<file path="config.mk">
export PLATFORM = sky130hd
export DESIGN_NAME = ram_burst_master_flat
export DESIGN_NICKNAME = d
export VERILOG_FILES = /design/src/rtl/ram_burst_master_if.sv /design/src/rtl/ram_burst_master.sv /design/src/flat_wrapper.sv
export SDC_FILE = /design/constraint.sdc
export NUM_CORES = 1
export LEC_CHECK = 0
export CORE_MARGIN = 10
export CORE_UTILIZATION = 35
export DETAILED_ROUTE_END_ITERATION = 16
export GPL_TIMING_DRIVEN = 0
export SYNTH_ARGS = -nofsm -noshare
export SYNTH_HDL_FRONTEND = slang
export SYNTH_SLANG_ARGS = --single-unit
</file>
<file path="constraint.sdc">
create_clock -name clk -period 2.3 [get_ports clk]
set_clock_uncertainty 0.05 [all_clocks]
set_input_delay 0.575 -clock clk [delete_from_list [all_inputs] [get_ports clk]]
set_output_delay 0.575 -clock clk [all_outputs]
set_load 0.02 [all_outputs]
</file>
<file path="src/rtl/ram_burst_master_if.sv">
// Burst command, write/read stream, status and RAM pin bundle.
// Modports: master = burst engine side, slave = client/RAM side.
//   cmd_*   : burst command (valid/ready)
//   wdata_* : write stream (valid/ready)
//   rdata_* : read stream (valid only)
//   busy/done/err : status
//   ram_*   : RAM control, address and data pins
interface ram_burst_master_if #(
  parameter int ADDR_W = 8,
  parameter int DATA_W = 4
);
  logic              cmd_valid;
  logic              cmd_ready;
  logic              cmd_wr;
  logic [ADDR_W-1:0] cmd_addr;
  logic [ADDR_W-1:0] cmd_len;
  logic              wdata_valid;
  logic              wdata_ready;
  logic [DATA_W-1:0] wdata;
  logic              rdata_valid;
  logic [DATA_W-1:0] rdata;
  logic              busy;
  logic              done;
  logic              err;
  logic              ram_cs;
  logic              ram_wr;
  logic              ram_rd;
  logic [ADDR_W-1:0] ram_addr;
  logic [DATA_W-1:0] ram_din;
  logic [DATA_W-1:0] ram_dout;

  modport master (
    input  cmd_valid, cmd_wr, cmd_addr, cmd_len,
    input  wdata_valid, wdata, ram_dout,
    output cmd_ready, wdata_ready,
    output rdata_valid, rdata,
    output busy, done, err,
    output ram_cs, ram_wr, ram_rd,
    output ram_addr, ram_din
  );

  modport slave (
    output cmd_valid, cmd_wr, cmd_addr, cmd_len,
    output wdata_valid, wdata, ram_dout,
    input  cmd_ready, wdata_ready,
    input  rdata_valid, rdata,
    input  busy, done, err,
    input  ram_cs, ram_wr, ram_rd,
    input  ram_addr, ram_din
  );
endinterface

</file>
<file path="src/rtl/ram_burst_master.sv">
// Burst initiator for the dual-port RAM: write/read bursts
// of cmd_len+1 beats at consecutive (wrapping) addresses.
// Ports: clk, rst (sync, active high), bus (master modport of
//   ram_burst_master_if: cmd, wdata, rdata, status, ram pins).
// Option: RAM_BOUND_CHECK_EN rejects bursts crossing the top
//   address with a one-cycle err pulse; otherwise err = 0.
module ram_burst_master #(
  parameter int ADDR_W = 8,
  parameter int DATA_W = 4,
  parameter int RD_LAT = 1
) (
  input logic clk,
  input logic rst,
  ram_burst_master_if.master bus
);

  typedef enum logic [2:0] {
    S_IDLE,
    S_WRITE,
    S_READ,
    S_DRAIN,
    S_DONE
  } state_t;

  state_t            r_state;
  logic [ADDR_W-1:0] r_addr_ctr;
  logic [ADDR_W-1:0] r_beat_ctr;
  logic              r_ram_cs;
  logic              r_ram_wr;
  logic              r_ram_rd;
  logic [ADDR_W-1:0] r_ram_addr;
  logic [DATA_W-1:0] r_ram_din;
  logic [RD_LAT-1:0] r_vpipe;
  logic              r_rdata_valid;
  logic [DATA_W-1:0] r_rdata;
  logic              w_oob;
  logic              w_last;
  logic [RD_LAT-1:0] w_vin;

`ifdef RAM_BOUND_CHECK_EN
  logic              r_err;
  logic [ADDR_W:0]   w_end;

  // carry out of addr+len means the burst runs past the top
  assign w_end = {1'b0, bus.cmd_addr} + {1'b0, bus.cmd_len};
  assign w_oob = w_end[ADDR_W];
  assign bus.err = r_err;
`else
  assign w_oob = 1'b0;
  assign bus.err = 1'b0;
`endif

  assign w_last = (r_beat_ctr == '0);
  assign w_vin  = RD_LAT'(r_ram_rd);

  always_ff @(posedge clk) begin
    if (rst) begin
      r_state       <= S_IDLE;
      r_addr_ctr    <= '0;
      r_beat_ctr    <= '0;
      r_ram_cs      <= 1'b0;
      r_ram_wr      <= 1'b0;
      r_ram_rd      <= 1'b0;
      r_ram_addr    <= '0;
      r_ram_din     <= '0;
      r_vpipe       <= '0;
      r_rdata_valid <= 1'b0;
      r_rdata       <= '0;
`ifdef RAM_BOUND_CHECK_EN
      r_err         <= 1'b0;
`endif
    end else begin
      // read-valid shadow of ram_rd; the tap at RD_LAT-1
      // marks the cycle where ram_dout holds a beat
      r_vpipe       <= (r_vpipe << 1) | w_vin;
      r_rdata_valid <= r_vpipe[RD_LAT-1];
      if (r_vpipe[RD_LAT-1])
        r_rdata <= bus.ram_dout;
`ifdef RAM_BOUND_CHECK_EN
      r_err <= 1'b0;
`endif
      unique case (r_state)
        S_IDLE: begin
          r_ram_cs <= 1'b0;
          r_ram_wr <= 1'b0;
          r_ram_rd <= 1'b0;
          if (bus.cmd_valid) begin
            if (w_oob) begin
`ifdef RAM_BOUND_CHECK_EN
              r_err <= 1'b1;
`endif
            end else begin
              r_addr_ctr <= bus.cmd_addr;
              r_beat_ctr <= bus.cmd_len;
              r_state    <= bus.cmd_wr ? S_WRITE : S_READ;
            end
          end
        end
        S_WRITE: begin
          if (bus.wdata_valid) begin
            r_ram_cs   <= 1'b1;
            r_ram_wr   <= 1'b1;
            r_ram_addr <= r_addr_ctr;
            r_ram_din  <= bus.wdata;
            r_addr_ctr <= r_addr_ctr + 1'b1;
            r_beat_ctr <= r_beat_ctr - 1'b1;
            // DRAIN covers the cycle of the last RAM write
            if (w_last)
              r_state <= S_DRAIN;
          end else begin
            r_ram_cs <= 1'b0;
            r_ram_wr <= 1'b0;
          end
        end
        S_READ: begin
          r_ram_cs   <= 1'b1;
          r_ram_rd   <= 1'b1;
          r_ram_addr <= r_addr_ctr;
          r_addr_ctr <= r_addr_ctr + 1'b1;
          r_beat_ctr <= r_beat_ctr - 1'b1;
          if (w_last)
            r_state <= S_DRAIN;
        end
        S_DRAIN: begin
          r_ram_cs <= 1'b0;
          r_ram_wr <= 1'b0;
          r_ram_rd <= 1'b0;
          // leave in the cycle showing the last rdata_valid
          if (!r_ram_rd && r_vpipe == '0)
            r_state <= S_DONE;
        end
        S_DONE: begin
          r_ram_cs <= 1'b0;
          r_ram_wr <= 1'b0;
          r_ram_rd <= 1'b0;
          r_state  <= S_IDLE;
        end
        default: r_state <= S_IDLE;
      endcase
    end
  end

  assign bus.cmd_ready   = (r_state == S_IDLE);
  assign bus.wdata_ready = (r_state == S_WRITE);
  assign bus.busy        = (r_state != S_IDLE);
  assign bus.done        = (r_state == S_DONE);
  assign bus.rdata_valid = r_rdata_valid;
  assign bus.rdata       = r_rdata;
  assign bus.ram_cs      = r_ram_cs;
  assign bus.ram_wr      = r_ram_wr;
  assign bus.ram_rd      = r_ram_rd;
  assign bus.ram_addr    = r_ram_addr;
  assign bus.ram_din     = r_ram_din;

endmodule

</file>
<file path="src/flat_wrapper.sv">
// flat-port wrapper written by rule: the top's interface ports become plain ports
module ram_burst_master_flat 
#(
  parameter int ADDR_W = 8,
  parameter int DATA_W = 4,
  parameter int RD_LAT = 1
)
  (clk, rst, bus_cmd_valid, bus_cmd_wr, bus_cmd_addr, bus_cmd_len, bus_wdata_valid, bus_wdata, bus_ram_dout, bus_cmd_ready, bus_wdata_ready, bus_rdata_valid, bus_rdata, bus_busy, bus_done, bus_err, bus_ram_cs, bus_ram_wr, bus_ram_rd, bus_ram_addr, bus_ram_din);
  ram_burst_master_if #(.ADDR_W(ADDR_W), .DATA_W(DATA_W)) bus_i ();
  input logic clk;
  input logic rst;
  input wire logic [$bits(bus_i.cmd_valid)-1:0] bus_cmd_valid;
  input wire logic [$bits(bus_i.cmd_wr)-1:0] bus_cmd_wr;
  input wire logic [$bits(bus_i.cmd_addr)-1:0] bus_cmd_addr;
  input wire logic [$bits(bus_i.cmd_len)-1:0] bus_cmd_len;
  input wire logic [$bits(bus_i.wdata_valid)-1:0] bus_wdata_valid;
  input wire logic [$bits(bus_i.wdata)-1:0] bus_wdata;
  input wire logic [$bits(bus_i.ram_dout)-1:0] bus_ram_dout;
  output wire logic [$bits(bus_i.cmd_ready)-1:0] bus_cmd_ready;
  output wire logic [$bits(bus_i.wdata_ready)-1:0] bus_wdata_ready;
  output wire logic [$bits(bus_i.rdata_valid)-1:0] bus_rdata_valid;
  output wire logic [$bits(bus_i.rdata)-1:0] bus_rdata;
  output wire logic [$bits(bus_i.busy)-1:0] bus_busy;
  output wire logic [$bits(bus_i.done)-1:0] bus_done;
  output wire logic [$bits(bus_i.err)-1:0] bus_err;
  output wire logic [$bits(bus_i.ram_cs)-1:0] bus_ram_cs;
  output wire logic [$bits(bus_i.ram_wr)-1:0] bus_ram_wr;
  output wire logic [$bits(bus_i.ram_rd)-1:0] bus_ram_rd;
  output wire logic [$bits(bus_i.ram_addr)-1:0] bus_ram_addr;
  output wire logic [$bits(bus_i.ram_din)-1:0] bus_ram_din;
  assign bus_i.cmd_valid = bus_cmd_valid;
  assign bus_i.cmd_wr = bus_cmd_wr;
  assign bus_i.cmd_addr = bus_cmd_addr;
  assign bus_i.cmd_len = bus_cmd_len;
  assign bus_i.wdata_valid = bus_wdata_valid;
  assign bus_i.wdata = bus_wdata;
  assign bus_i.ram_dout = bus_ram_dout;
  assign bus_cmd_ready = bus_i.cmd_ready;
  assign bus_wdata_ready = bus_i.wdata_ready;
  assign bus_rdata_valid = bus_i.rdata_valid;
  assign bus_rdata = bus_i.rdata;
  assign bus_busy = bus_i.busy;
  assign bus_done = bus_i.done;
  assign bus_err = bus_i.err;
  assign bus_ram_cs = bus_i.ram_cs;
  assign bus_ram_wr = bus_i.ram_wr;
  assign bus_ram_rd = bus_i.ram_rd;
  assign bus_ram_addr = bus_i.ram_addr;
  assign bus_ram_din = bus_i.ram_din;
  ram_burst_master #(.ADDR_W(ADDR_W), .DATA_W(DATA_W), .RD_LAT(RD_LAT)) u_core (.clk(clk), .rst(rst), .bus(bus_i));
endmodule
</file>
==> Word level (Yosys, flattened, before mapping) <==
Index checks and enable logic that the tools add are counted.
{ "classes": {"bitwise": 1, "n_eq_ne": 7, "mux": 18, "n_reduce_logical": 15, "n_addsub": 2} }
{ "op_table": {"columns": ["cell", "n"], "rows": [
  ["$pmux 8 s3", 2],
  ["$mux 8", 5],
  ["$pmux 8 s2", 1],
  ["$mux 3", 4],
  ["$pmux 3 s4", 1],
  ["$reduce_bool 3->1", 3],
  ["$add 8x1->8 const B", 1],
  ["$logic_not 8->1", 1],
  ["$sub 8x1->8 const B", 1],
  ["$eq 3x2->1 const B", 2],
  ["$reduce_and 3->1", 2],
  ["$reduce_bool 2->1", 3],
  ["$ne 2x2->1 const B", 2],
  ["$pmux 1 s2", 2],
  ["$reduce_and 2->1", 2],
  ["$eq 3x1->1 const B", 1],
  ["$eq 3x3->1 const B", 1],
  ["$logic_not 3->1", 1],
  ["$pmux 1 s3", 1],
  ["$reduce_or 3->1", 1],
  ["$mux 2", 1],
  ["$ne 2x1->1 const B", 1],
  ["$logic_and 1x1->1", 1],
  ["$logic_not 1->1", 1],
  ["other kinds (2)", 2]
]} }
{ "totals": {"in_bits": 29, "elab_cells": 54, "output_inout_bits": 25, "regBits": 40} }

==> Longest topological paths before layout <==
Gate-level depths: netlist of run 1.
{ "logic_depth": {"ltp_word": 4, "depth_mapped": 6} }

==> Least setup slack after synthesis of run 1 <==
OpenSTA, ideal clock, no wires.
{ "synth_path": {"kind": "reg-to-output", "start": "register u_core.r_state[0]", "end": "output port bus_done", "stages_incl_launch_ff": 5, "setup_slack_ns": 0.454, "t_arrival_ns": 1.221, "n_path_buf": 2, "path_cell_list": "dfxtp_1 or2_2 clkbuf_1 clkbuf_1 nor2_1"} }
{ "synth_between": {"elab_chain_len": 1} }
{ "synth_lines": {"columns": ["element", "line", "rtl"], "rows": [
  ["from (decl)", "ram_burst_master.sv:25", "state_t r_state;"],
  ["from (signal assigned)", "ram_burst_master.sv:95", "r_state <= bus.cmd_wr ? S_WRITE : S_READ;"],
  ["$eq 3x3->1", "ram_burst_master.sv:146", "assign bus.done = (r_state == S_DONE);"],
  ["to (decl)", "flat_wrapper.sv:24", "output wire logic [$bits(bus_i.done)-1:0] bus_done;"]
]} }
No other way between the ends.

==> Worst setup path in the final report of run 1 <==
Same ends and word-level chain as after synthesis.

==> results of run 1 <==
==> where the power goes <==
group          switching [mW]  internal, mW
sequential              0.206         0.907
combinational            1.12         0.836
clock                   0.252         0.240
==> stage by stage <==
stage / setup TNS, ns / instance area, µm² / setup slack, ns / hold WS (ns) / total power [mW]
floorplan: 0 / 1990 / 0.454 / 0.390 / 2.47
global placement: -0.922 / 2590 / -0.161 / 0.405 / 3.08
detailed placement: -0.928 / 2590 / -0.167 / 0.409 / 3.10
CTS: 0 / 2680 / 0.0712 / 0.420 / 3.58
global route: 0 / 2680 / 0.00903 / 0.465 / 3.84
finish: 0 / 2680 / 0.0735 / 0.416 / 3.56
==> repair_timing <==
| item | 4_1_cts | 5_1_grt |
|---|---|---|
| setup endpoints to repair | 4 | 0 |
| gates resized for setup | 7 | 0 |
| buffers inserted | 0 | 0 |
==> registers in the layout, indices dropped and copies added, names as in the netlist <==
register                cells
u_core.r_vpipe              1
u_core.bus.ram_din          4
u_core.r_state              3
u_core.bus.ram_rd           1
u_core.bus.ram_wr           1
u_core.bus.rdata_valid      1
u_core.r_beat_ctr           8
u_core.bus.rdata            4
u_core.bus.ram_cs           1
u_core.bus.ram_addr         8
u_core.r_addr_ctr           8
==> worst max-delay path by stage <==
stage                      startpoint       end  slack (ns)  cells past startpoint
detailed placement  u_core.r_state[0]  bus_done       -0.17                      5
global route        u_core.r_state[0]  bus_done       0.009                      3
global placement    u_core.r_state[0]  bus_done       -0.16                      5
floorplan           u_core.r_state[0]  bus_done        0.45                      4
finish              u_core.r_state[0]  bus_done        0.07                      3
CTS                 u_core.r_state[0]  bus_done        0.07                      3
==> worst max-delay path, cell delays in order, from the launching register on <==
cell	delay [ns]
dfxtp_1	0.36
or2_2	0.46
nor2_1	0.12
dlygate4sd2_1	0.35
==> kinds of logic after synthesis <==
| group | Yosys count |
|---|---|
| flops | 40 |
| mux | 17 |
| fa+ha+maj | 3 |
| buf+inv | 21 |
| compound gates | 61 |
| simple gates | 85 |
| other cells | 1 |
| xor+xnor | 2 |
==> routing by layer <==
| metal | part of all wire (%) | vias to the layer above | GRT usage, % |
|---|---|---|---|
| li1 | - | 944 | - |
| met5 | 0 | - | 0 |
| met3 | 7.6 | 7 | 4.01 |
| met1 | 45 | 880 | 16.6 |
| met2 | 46 | 51 | 20.1 |
| met4 | 1.4 | 0 | 4.42 |
==> cell usage after synthesis (4+ instances only) <==
cell / number
dfxtp_1: 40
nor2_1: 35
mux2i_1: 17
nand2_1: 16
a21oi_1: 11
o21ai_0: 8
clkbuf_1: 7
a311oi_1: 6
inv_1: 6
a21o_1: 4
and2_1: 4
nand3_1: 4
nor3_1: 4
==> final cells by class <==
type / count / area [µm²]
Buffer: 11 / 51.3
Clock buffer: 6 / 82.6
Clock inverter: 2 / 10.0
Fill cell: 553 / 2830
Inverter: 8 / 31.3
Multi-Input combinational cell: 169 / 1110
Sequential cell: 40 / 801
Tap cell: 72 / 90.1
Timing Repair Buffer: 51 / 505
==> impl_metrics.csv, run 1 <==
group,metric,value,unit
synthesis,synth-simple-area-share,21.4,%
sta,setup_viol,0,
cells_and_area,nets,318,
die,core-area,5510,µm²
pwr,leakage,1.01,nW
synthesis,synth_warnings,0,
clocking,postCtsHoldBufs,0,
synthesis,synth_nets,262,
worst_setup_path,reg2reg_to,"u_core.r_beat_ctr[1]",
clocking,cts_tree,"done",
clocking,cts_buffers,5,
drt,routed_wl,5.83,mm
min_path,worstHoldPathType,"flop to flop",
synthesis,ys_seq_area_share,40.3,%
worst_setup_path,ff2ff_setup_slack,0.27,ns
placement,place_inst,353,
global_routing,grt_pass1_wl,9.31,mm
synthesis,synth-edff-count,0,
cells_and_area,most-common-layout-cells,"47 x clkdlybuf4s50_1, 40 x dfxtp_1, 34 x nor2_1",
clocking,clkLatencyLatePin,0.30,ns
synthesis,synthMuxAreaShare,8.56,%
cells_and_area,n_antenna_cell,0,
worst_setup_path,worstPathRequired,1.67,ns
placement,hpwl,4.29,mm
die,die-area,9100,µm²
worst_setup_path,r2r_cells,6,
drt,routedWlPerCell,16.2,µm
die,initial_core_util,36.1,%
clocking,cts.sinks,40,
synthesis,synth_cells,230,
pwr,peakVddDrop,0.510,mV
worst_setup_path,cp.arrival,1.60,ns
drt,vias,1882,
synthesis,syn_area_per_cell,8.64,µm²
cells_and_area,layout-drive-gt1-share,8.71,%
sta,slew_headroom,58.1,%
placement,numPortBuffers,51,
cells_and_area,fin_cells,359,
worst_setup_path,cp_max_fo,15,
synthesis,ys_types,57,
synthesis,synth_area,1990,µm²
synthesis,synth.top_cell.area_share,40.3,%
sta,drv_slew,0,
min_path,min_to,"u_core.r_beat_ctr[1]",
die,fp-row-count,27,
cells_and_area,syn2layout_area_growth,34.7,%
worst_setup_path,worstSetupPathType,"flop to output pin",
min_path,hp-start,"u_core.r_beat_ctr[1]",
synthesis,synth_adder_area_share,1.89,%
placement,gp_congestion,0.821,
sta,final-hold-violation-count,0,
drt,vias_per_cell,5.24,
drt,firstDrtPassIters,4,
die,die_height,95.4,µm
clocking,cts-htree-levels,2,
clocking,cts.path.max_buffers,2,
clocking,root_buffer,"clkbuf_8",
run_status,status,"finished clean",
synthesis,ys_top_cells_by_area,"dfxtp_1 40%, mux2i_1 8.6%, nor2_1 6.6%, nand2_1 3.0%, a21oi_1 2.8%",
drt,antenna_left,0,
sta,finalCriticalPeriod,2.23,ns
sta,worst-slew-pin-transition,0.627,ns
cells_and_area,fin_util,48.6,%
cells_and_area,final_common_cell,"clkdlybuf4s50_1",
min_path,worstHoldPathCells,2,
synthesis,synth_top_area_cell,"dfxtp_1",
sta,max_freq,0.449,GHz
synthesis,synth_top_family_by_area,"compound AO/OA/AOI/OAI gates",
worst_setup_path,r2r_start,"u_core.r_state[1]",
synthesis,yosys.area_share.xor_xnor,0.881,%
drt,drc_errors,0,
worst_setup_path,end_kind,"output pin",
die,die_x,95.4,µm
global_routing,antenna_found_initial,0,
global_routing,grt_pass1_vias,1823,
run,max-cap-violations,0,
synthesis,ys_seq_elements,40,
sta,post-route-period-util,96.8,%
synthesis,synth_compound_area_share,22.3,%
global_routing,groute.usage.overall,12.9,%
synthesis,ys.flop_type,"dfxtp_1",
pwr,p_per_area,1330,nW/µm²
sta,rsz0062_at_grt,"false",
die,pin_count,54,
global_routing,grt_start_max_net_pins,16,
synthesis,async_flop_share,0,%
worst_setup_path,critPathLaunchType,"flop",
clocking,path_clk_slew,0.09,ns
global_routing,overflow,0,
drt,drt-initial-drc-count,115,
Power figures use the tool's default switching activity.
==> run 2, diff against run 1 <==
Settings changed: SKIP_LAST_GASP from default to 1.
==> run 2 against run 1 <==
  * The flow now finishes with violations (setup timing)
  * Maximum frequency is 3.3% lower
  * Sequential power about the same
  * Die area unchanged
  * First-iteration DRC count increased by 0.87%
  * Wire length down 0.12%
  * Via count decreased by 0.64%
  * Total power increased by 0.39%
  * Register-to-register slack about the same
  * Combinational power hardly changed
  * Utilization increased by 0.091 points
  * Hold slack is essentially flat
  * Critical path type unchanged
  * Largest power group unchanged
==> impl_metrics.csv, run 2 (synthesis results as in run 1) <==
group,metric,value,unit
pwr,switching_share,44.1,%
worst_setup_path,crit_buf_inv,2,
drt,vias,1870,
worst_setup_path,critPathLaunchType,"flop",
worst_setup_path,critPathLaunch,"u_core.r_state[0]",
worst_setup_path,worstSetupPathType,"flop to output pin",
die,fp-row-count,27,
placement,gp_congestion,0.821,
worst_setup_path,worstPathCellList,"nor2_4 -> nand2_1 -> inv_1 -> clkdlybuf4s50_1",
worst_setup_path,r2r_cells,4,
pwr,power_frac_seq,31.1,%
die,die_height,95.4,µm
pwr,peakVddDrop,0.510,mV
sta,drv_slew,0,
drt,routedWlPerCell,16.2,µm
die,die_x,95.4,µm
drt,routed_wl,5.82,mm
placement,hpwl,4.29,mm
sta,finalWorstSetupSlack,-0.00276,ns
worst_setup_path,worstPathRequired,1.67,ns
worst_setup_path,ff2ff_setup_slack,0.27,ns
clocking,postCtsHoldBufs,0,
sta,finalCriticalPeriod,2.30,ns
global_routing,grt_pass1_wl,9.31,mm
pwr,clkPwrFrac,13.7,%
worst_setup_path,cp_top_family,"buffers and inverters",
pwr,p_per_area,1330,nW/µm²
clocking,root_buffer,"clkbuf_8",
worst_setup_path,r2r_start,"u_core.r_state[1]",
pwr,p_int,2.00,mW
cells_and_area,n_antenna_cell,0,
drt,drt-initial-drc-count,116,
die,core-area,5510,µm²
drt,drc_errors,0,
worst_setup_path,crit_slowest_cell,"clkdlybuf4s50_1",
pwr,fin_total_pwr,3.58,mW
placement,numPortBuffers,51,
clocking,cts-htree-levels,2,
min_path,worstHoldPathType,"flop to flop",
clocking,cts.sinks,40,
min_path,hp-start,"u_core.r_beat_ctr[1]",
sta,final-hold-violation-count,0,
global_routing,groute.usage.overall,12.9,%
cells_and_area,syn2layout_area_growth,34.9,%
pwr,power_switching,1.58,mW
worst_setup_path,cp_num_cells,4,
sta,hold_ws,0.416,ns
run,max-cap-violations,0,
sta,setup_viol,1,
worst_setup_path,worstSetupEndpoint,"bus_cmd_ready",
sta,rsz0062_at_grt,"true",
die,initial_core_util,36.1,%
cells_and_area,most-common-layout-cells,"48 x clkdlybuf4s50_1, 40 x dfxtp_1, 34 x nor2_1",
pwr,p_comb_share,55.1,%
clocking,cts_tree,"done",
sta,slew_headroom,57.9,%
drt,antenna_left,0,
clocking,cts.path.max_buffers,2,
worst_setup_path,end_kind,"output pin",
run_status,status,"finished with violations",
sta,fin_setup_tns,-0.00276,ns
clocking,path_clk_slew,0.08,ns
run_status,violations,"setup timing",
clocking,clkLatencyLatePin,0.30,ns
global_routing,overflow,0,
drt,vias_per_cell,5.21,
clocking,cts_buffers,5,
die,die-area,9100,µm²
worst_setup_path,max_stage_delay,0.60,ns
worst_setup_path,reg2reg_to,"u_core.r_addr_ctr[7]",
cells_and_area,layout-drive-gt1-share,8.71,%
worst_setup_path,cp_max_fo,8,
cells_and_area,final_common_cell,"clkdlybuf4s50_1",
worst_setup_path,cp.arrival,1.68,ns
cells_and_area,nets,318,
sta,max_freq,0.434,GHz
global_routing,antenna_found_initial,0,
drt,firstDrtPassIters,4,
sta,worst-slew-pin-transition,0.629,ns
global_routing,grt_pass1_vias,1823,
pwr,leakage,1.01,nW
die,pin_count,54,
sta,post-route-period-util,100,%
global_routing,grt_start_max_net_pins,16,
[run 2: metal layers]
metal  share of wire [%]  wire length (µm)  GRT usage, %
met1                  46              2670          16.6
met3                 7.1               412          4.01
met5                   0                 0             0
met4                 1.4                79          4.42
met2                  46              2660          20.1
[run 2: cell type report]
| cell class | count | area [µm²] |
|---|---|---|
| inverters | 8 | 31.3 |
| multi-input cells | 169 | 1110 |
| well taps | 72 | 90.1 |
| clock buffers | 6 | 82.6 |
| clock inverters | 2 | 10.0 |
| fillers | 550 | 2820 |
| flip-flops and latches | 40 | 801 |
| repair buffers | 51 | 510 |
| plain buffers | 11 | 51.3 |
[run 2: worst min-delay path by stage]
stage	endpoint	slack [ns]	cells after the start
after floorplan	u_core.r_beat_ctr[1]	0.39	2
final	u_core.r_beat_ctr[1]	0.42	2
after detailed placement	u_core.r_beat_ctr[1]	0.41	2
after global routing	u_core.r_beat_ctr[1]	0.47	2
after CTS	u_core.r_beat_ctr[1]	0.42	2
after global placement	u_core.r_beat_ctr[1]	0.41	2
[run 2: per-stage QoR]
step	setup slack (ns)	instance area, µm²	utilization, %	std cells
finish	-0.00276	2680	48.7	359
global route	-0.0912	2680	48.7	359
CTS	-0.153	2680	48.6	359
detailed placement	-0.167	2590	47.0	353
global placement	-0.161	2590	47.0	353
floorplan	0.454	1990	-	230
[run 2: worst reg2reg max path: cells and delay by family (launching register included)]
family,cells,cell delay [ns]
and+or+nand+nor,1,0.37
DFF,1,0.45
xor gates and xnor gates,1,0.55
AOI/OAI and AO/OA,2,0.53
[run 2: power by group through the flow]
stage                     combinational [mW]  sequential (mW)  clock, mW
final                                   1.97             1.11      0.491
after global routing                    2.17             1.14      0.537
after CTS                               1.97             1.11      0.508
after detailed placement                1.98             1.12          0
after global placement                  1.97             1.11          0
after floorplan                         1.33             1.14          0
[run 2: what timing repair did]
item | 4_1_cts | 5_1_grt
endpoints found under the setup margin | 4 | 2
setup buffers | 0 | 0
pin swaps | 0 | 0
resized for setup | 4 | 2
==> run 3, diff against run 2 <==
Settings changed: GPL_ROUTABILITY_DRIVEN from default to 0.
==> results of run 3 <==
Final layout, timing and power as in run 2 (identical DEF).
